===== src/rtl/ram_2p_port_arbiter.sv =====
// Round-robin arbiter sharing one RAM port between NumReq requesters.
// Optionally zero-fills the RAM after reset before arbitration starts.
// Read data is routed back to the requester that issued the read.
module ram_2p_port_arbiter #(
    parameter int NumReq       = 3,
    parameter int Width        = 32,
    parameter int Depth        = 128,
    parameter int AddrOffset   = 2,
    parameter bit ClearOnReset = 1'b1
) (
    input  logic                     clk_i,
    input  logic                     rst_ni,
    input  logic [NumReq-1:0]        req_i,
    input  logic [NumReq-1:0]        we_i,
    input  logic [4*NumReq-1:0]      be_i,
    input  logic [32*NumReq-1:0]     addr_i,
    input  logic [Width*NumReq-1:0]  wdata_i,
    output logic [NumReq-1:0]        gnt_o,
    output logic [NumReq-1:0]        rvalid_o,
    output logic [Width-1:0]         rdata_o,
    output logic                     init_done_o,
    output logic                     ram_req_o,
    output logic                     ram_we_o,
    output logic [3:0]               ram_be_o,
    output logic [31:0]              ram_addr_o,
    output logic [Width-1:0]         ram_wdata_o,
    input  logic                     ram_rvalid_i,
    input  logic [Width-1:0]         ram_rdata_i
);

    localparam int IdxW = (NumReq > 1) ? $clog2(NumReq) : 1;
    localparam int CntW = (Depth > 1) ? $clog2(Depth) : 1;

    typedef enum logic {CLEAR, ARB} state_e;

    state_e          state, state_nxt;
    logic [CntW-1:0] cnt;
    logic [IdxW-1:0] ptr;
    logic [IdxW-1:0] win;
    logic            win_vld;
    logic            grant;
    logic            rd_pend;
    logic [IdxW-1:0] rd_idx;

    // Round-robin search: first requester after the last winner, wrapping.
    always_comb begin
        win     = '0;
        win_vld = 1'b0;
        for (int k = 1; k <= NumReq; k++) begin
            if (!win_vld && req_i[(int'(ptr) + k) % NumReq]) begin
                win_vld = 1'b1;
                win     = IdxW'((int'(ptr) + k) % NumReq);
            end
        end
    end

    // Next-state and RAM port muxing; everything forced low while in reset.
    always_comb begin
        state_nxt   = state;
        gnt_o       = '0;
        init_done_o = 1'b0;
        ram_req_o   = 1'b0;
        ram_we_o    = 1'b0;
        ram_be_o    = 4'h0;
        ram_addr_o  = 32'h0;
        ram_wdata_o = '0;
        grant       = 1'b0;
        if (rst_ni) begin
            case (state)
                CLEAR: begin
                    ram_req_o  = 1'b1;
                    ram_we_o   = 1'b1;
                    ram_be_o   = 4'hF;
                    ram_addr_o = 32'(cnt) << AddrOffset;
                    if (cnt == CntW'(Depth - 1)) state_nxt = ARB;
                end
                default: begin
                    init_done_o = 1'b1;
                    if (win_vld) begin
                        grant       = 1'b1;
                        gnt_o[win]  = 1'b1;
                        ram_req_o   = 1'b1;
                        ram_we_o    = we_i[win];
                        ram_be_o    = be_i[4*win +: 4];
                        ram_addr_o  = addr_i[32*win +: 32];
                        ram_wdata_o = wdata_i[Width*win +: Width];
                    end
                end
            endcase
        end
    end

    // State, clear counter, priority pointer and outstanding-read tracker.
    always_ff @(posedge clk_i) begin
        if (!rst_ni) begin
            state   <= ClearOnReset ? CLEAR : ARB;
            cnt     <= '0;
            ptr     <= IdxW'(NumReq - 1);
            rd_pend <= 1'b0;
            rd_idx  <= '0;
        end else begin
            state <= state_nxt;
            if (state == CLEAR) cnt <= cnt + 1'b1;
            if (grant) ptr <= win;
            rd_pend <= grant && !we_i[win];
            if (grant) rd_idx <= win;
        end
    end

    // Read return: only the requester with a read in flight sees rvalid.
    always_comb begin
        rvalid_o = '0;
        if (rst_ni && rd_pend && ram_rvalid_i) rvalid_o[rd_idx] = 1'b1;
        rdata_o = rst_ni ? ram_rdata_i : '0;
    end

endmodule

===== config.mk =====
export PLATFORM = sky130hd
export DESIGN_NAME = ram_2p_port_arbiter
export DESIGN_NICKNAME = d
export VERILOG_FILES = /design/src/rtl/ram_2p_port_arbiter.sv
export SDC_FILE = /design/constraint.sdc
export NUM_CORES = 1
export LEC_CHECK = 0
export BUFFER_PORTS_ARGS = -buffer_cell sky130_fd_sc_hd__buf_2
export CORE_AREA = 2 2 138 140
export DETAILED_ROUTE_END_ITERATION = 8
export DIE_AREA = 0 0 140 142
export SYNTH_ARGS = -nofsm -noshare
export SYNTH_HDL_FRONTEND = slang
export SYNTH_SLANG_ARGS = --single-unit

===== constraint.sdc =====
create_clock -name clk_i -period 2.6 [get_ports clk_i]
set_input_delay 0.13 -clock clk_i [delete_from_list [all_inputs] [get_ports clk_i]]
set_output_delay 0.13 -clock clk_i [all_outputs]
set_load 0.1 [all_outputs]

; Word level (Yosys, flattened, before mapping)
; Cells that the tools add are included.
[word_totals]
wordCells = 80
ff_bits = 13
[classes]
mux = 47
eq_ne = 1
magnitude_cmp = 7
div = 3
n_shift = 3
reduce_logical = 10
n_addsub = 4
[op_table]
columns = cell, n
row1 = 32-bit 2-to-1 mux, 7
row2 = 96-bit by 8-bit indexed part select with 32-bit output, 2
row3 = 32-bit by 4-bit less-than comparator with 1-bit output (second input constant), 3
row4 = 32-bit by 3-bit remainder unit with 32-bit output (second input constant), 3
row5 = 1-bit 2-to-1 mux, 24
row6 = 3-bit 2-to-1 mux, 4
row7 = 4-bit 2-to-1 mux, 3
row8 = 12-bit by 5-bit indexed part select with 4-bit output, 1
row9 = 1-bit binary-select mux with 2-bit select, 4
row10 = 7-bit by 1-bit adder with 7-bit output (second input constant), 1
row11 = 7-bit == test (second input constant), 1
row12 = 1-bit logical AND, 7
row13 = 2-bit by 2-bit adder with 3-bit output (second input constant), 2
row14 = 2-bit by 3-bit less-than comparator with 1-bit output (second input constant), 2
row15 = 2-bit 2-to-1 mux, 3
row16 = 1-bit demux with 2-bit select, 2
row17 = 2-bit by 1-bit >= comparator with 1-bit output (second input constant), 2
row18 = 2-bit by 1-bit adder with 3-bit output (second input constant), 1
row19 = 1-bit zero test, 3

; Logic depth before layout (Yosys ltp)
[logic_depth]
ltp_word = 19
mapped_depth = 12
mapped_depth_nobuf = 8

; Worst setup path before layout
; OpenSTA, ideal clock, no wires.
[synth_timing]
kind = register to output
start = register ptr[0]
end = output ram_addr_o[17]
stages_incl_launch_ff = 11
path_slack_ns = -1.716
arrival_ns = 4.186
n_path_buf = 2
path_cell_list = dfxtp_1 > inv_1 > ha_1 > buf_6 > mux2i_1 > o22ai_1 > or3_4 > o21a_4 > nand2_4 > clkbuf_2 > o21ai_0
[synth_via]
elab_chain_len = 16
[synth_rtl]
columns = element, line
row1 = start: declaration, 38  ; logic [IdxW-1:0] ptr;
row2 = start signal: assignment, 98  ; ptr <= IdxW'(NumReq - 1);
row3 = start signal: assignment, 104  ; if (grant) ptr <= win;
row4 = 2-bit by 1-bit adder with 3-bit output, "50, 52"
row5 = 32-bit by 3-bit remainder unit with 32-bit output, "50, 52"
row6 = 1-bit binary-select mux with 2-bit select, 50  ; if (!win_vld && req_i[(int'(ptr) + k) % NumReq]) begin
row7 = 1-bit 2-to-1 mux (not written as such) (2 in series), 50
row8 = 1-bit 2-to-1 mux, 50
row9 = 1-bit zero test, 50
row10 = 1-bit logical AND, 50
row11 = 1-bit 2-to-1 mux, 50
row12 = 1-bit zero test, 50
row13 = 1-bit logical AND, 50
row14 = 2-bit 2-to-1 mux, 50
row15 = 96-bit by 8-bit indexed part select with 32-bit output, 85  ; ram_addr_o = addr_i[32*win +: 32];
row16 = 32-bit 2-to-1 mux (*), 79  ; if (win_vld) begin
row17 = 32-bit 2-to-1 mux (*), 69  ; case (state)
row18 = 32-bit 2-to-1 mux (*), 68  ; if (rst_ni) begin
row19 = end: declaration, 25  ; output logic [31:0] ram_addr_o,
; Every way passes the cells marked *; elsewhere a longest branch is shown, timed or not. The select of a mux whose other input is x is not followed.

; Final worst setup path
[layout_timing]
start = register ptr[0]
end = output ram_addr_o[12]
; Same word-level chain as after synthesis.

==> flow_metrics.tcl <==
set metrics [dict create \
    crit_path_frequent_cell "sky130_fd_sc_hd__buf_12" \
    design.core.area_mm2 0.0185 \
    drive_above_1_share 0.761 \
    timing.critical_path.max_delay_family "buffers and inverters" \
    syn-instance-count 371 \
    antenna_violating_nets_post_route 0 \
    max_slew.worst_pin.slew_ns 0.765 \
    post-route-min-period_ns 2.79 \
    ys_async_sr_fraction 0 \
    cp_slowest_stage_delay_ns 0.37 \
    cp.arrival_ns 2.66 \
    regToRegSetupSlack_ns 0.44 \
    synth_edf_count 0 \
    worst_skew_pair.late_latency_ns 0.24 \
    synth_seq_area_share 0.0868 \
    cts-root-buf "sky130_fd_sc_hd__clkbuf_16" \
    vias 4268 \
    htree_levels 1 \
    total_leakage_power_nw 3.45 \
    n_antenna_cell 0 \
    setup.worst_path.class "register to primary output" \
    post_synth.cell_area_avg_um2 7.46 \
    yosysWarnings 0 \
    outcome "finished with violations" \
    finClkSkew_ns 0.00684 \
    yosysUniqueCellTypes 41 \
    timing.max_slew.rel_slack 0.489 \
    number_of_global_route_vias_before_repair 4524 \
    ir_worst_vdd_mv 0.341 \
    path_buf_inv 5 \
    worst_setup_path_endpoint "ram_addr_o[12]" \
    core.rowCount 50 \
    count_of_final_hold_check_violations 0 \
    cts_hold_repair.buffers 0 \
    yosys_most_used_dff "sky130_fd_sc_hd__dfxtp_1" \
    grt_first_pass_wirelength_um 24100 \
    startpoint_of_the_worst_slack_reg_to_reg_timing_path "ptr[0]" \
    worstSetupEndpointType "primary output" \
    slew_viol_final 0 \
    crit_path_top_delay_cell "sky130_fd_sc_hd__dfxtp_4" \
    hold_path.startpoint "rst_ni" \
    placement.io_buffers 353 \
    path_depth 12 \
    setup_repair_after_global_routing_missed_its_margin "yes" \
    cts_buffer_depth 2 \
    cellPowerDensity_mw_per_mm2 191 \
    die_w_um 140 \
    top_level_ports 354 \
    design.die.area_mm2 0.0199 \
    achievable-frequency_mhz 358 \
    launching_element_type_of_the_critical_path "register" \
    detail_route.iter0.violations 120 \
    detailed_place.area_mm2 0.00654 \
    post_drt_via_cell_ratio 4.31 \
    clkSlewWorstSetupHoldPaths_ns 0.04 \
    number_of_synthesized_register_bits 12 \
    route.detailed.drc 25 \
    fin_crit_sh 1.07 \
    initial_antenna_violation_count 0 \
    drtPass1Iterations 8 \
    largest_net_degree_at_the_start_of_global_routing 30 \
    syn-num-nets 621 \
    floorplan.initialDensity 0.150 \
    max_cap_viol 0 \
    routed_wirelength_um 16800 \
    r2r_cells 9 \
    design_area_mm2 0.00794 \
    syn-cell-area_mm2 0.00277 \
    critical_path.startpoint "ptr[0]" \
    crit_required_ns 2.47 \
    hold_path_class "primary input to register" \
    cts_tree "yes" \
    layout.cells.most_common "sky130_fd_sc_hd__buf_2" \
    total_routing_resource_utilization_after_global_routing 0.152 \
    crit_fanout 13 \
    setup-violations-final 71 \
    cts-buffers-inserted 3 \
    worstReg2RegEnd "ptr[0]" \
    post_drt_wl_per_cell_um 16.9 \
    dp_hpwl_um 12300 \
    critical_path_cell_sequence "inv_4, ha_4, mux2i_4, o22ai_4, o21ai_2, o31ai_4, buf_12, buf_12, buf_16, mux2i_4, o21ai_4, buf_12" \
    grt_overflow 0 \
    fin_setup_tns_ns -9.93 \
    violated_checks "design-rule violations, negative setup slack" \
    cts.sink_count 12 \
    gp_routability_congestion 0.900 \
    most_frequent_cells_in_the_layout "sky130_fd_sc_hd__buf_2, sky130_fd_sc_hd__buf_12, sky130_fd_sc_hd__o21ai_4, sky130_fd_sc_hd__nand2_1, sky130_fd_sc_hd__mux2i_4" \
    final_core_util 0.430 \
    final_critical_path_setup_slack_ns -0.192 \
    nets_finish 1008 \
    area_growth_syn_to_layout_pct 187 \
    dieHeight_um 142 \
]
[synth_stat cells, drive strengths merged, types with 4 or more instances]
library cell | instances | area share
a21oi | 5 | 0.0090
a32oi | 6 | 0.019
and2 | 38 | 0.086
and3 | 5 | 0.011
buf | 21 | 0.076
clkbuf | 11 | 0.016
dfxtp | 12 | 0.087
ha | 5 | 0.023
inv | 5 | 0.0068
mux2i | 74 | 0.27
nand2 | 66 | 0.092
nand2b | 4 | 0.0090
nand3 | 4 | 0.0072
nor2 | 5 | 0.0068
nor2b | 9 | 0.020
o21ai | 74 | 0.19
[where the power goes]
part	leakage [nW]	internal [mW]	switching, mW	total [mW]
Sequential	0.0976	0.188	0.00487	0.193
Combinational	3.31	0.422	0.587	1.01
Clock	0.0442	0.233	0.0842	0.317
Total	3.45	0.842	0.676	1.52
[layer usage]
metal  global-route usage  share of wire
met2                0.305           0.55
met1                0.170           0.37
met5                    0              0
met3               0.0232          0.064
met4               0.0292          0.013
[worst min path at each step]
stage / to / depth (start not counted)
final: ptr[1] / 2
after floorplan: rd_pend / 3
after CTS: ptr[1] / 2
after global routing: ptr[1] / 2
after detailed placement: rd_idx[1] / 2
after global placement: rd_idx[1] / 2
[logic make-up (layout without fill, tap and decap cells)]
| kind of cell | after synthesis | count (layout) | synth area share |
|---|---|---|---|
| adders and majority gates | 5 | 5 | 0.0226 |
| xor gates and xnor gates | 5 | 5 | 0.0158 |
| buffers and inverters | 37 | 423 | 0.0985 |
| AOI/OAI and AO/OA | 97 | 97 | 0.250 |
| DFF | 12 | 12 | 0.0868 |
| and+or+nand+nor | 141 | 141 | 0.259 |
| muxes | 74 | 74 | 0.268 |
[sequential cells by signal (all words and copies together), names as in the netlist]
name,count
state,1
ptr,2
cnt,7
rd_pend,1
rd_idx,1
[cell type report]
| cell class | count | area (um2) |
|---|---|---|
| well taps | 234 | 293 |
| multi-input cells | 322 | 3690 |
| fillers | 1735 | 10500 |
| repair buffers | 414 | 3600 |
| inverters | 5 | 21.3 |
| flip-flops and latches | 12 | 245 |
| clock buffers | 4 | 88.8 |
[metrics by stage]
| step | cells | power (mW) | hold WS, ns | setup WS [ns] |
|---|---|---|---|---|
| floorplan | 371 | 0.681 | 0.373 | -0.142 |
| global placement | 960 | 0.962 | 0.486 | -0.125 |
| detailed placement | 960 | 0.970 | 0.498 | -0.176 |
| CTS | 985 | 1.44 | 0.266 | -0.207 |
| global route | 991 | 1.58 | 0.285 | -0.311 |
| finish | 991 | 1.52 | 0.258 | -0.192 |
[what timing repair did]
item | 4_1_cts | 5_1_grt
setup buffers | 18 | 6
endpoints found under the setup margin | 71 | 72
pin swaps | 15 | 18
gates cloned | 5 | 2
resized for setup | 139 | 59
Power figures use the tool's default switching activity.
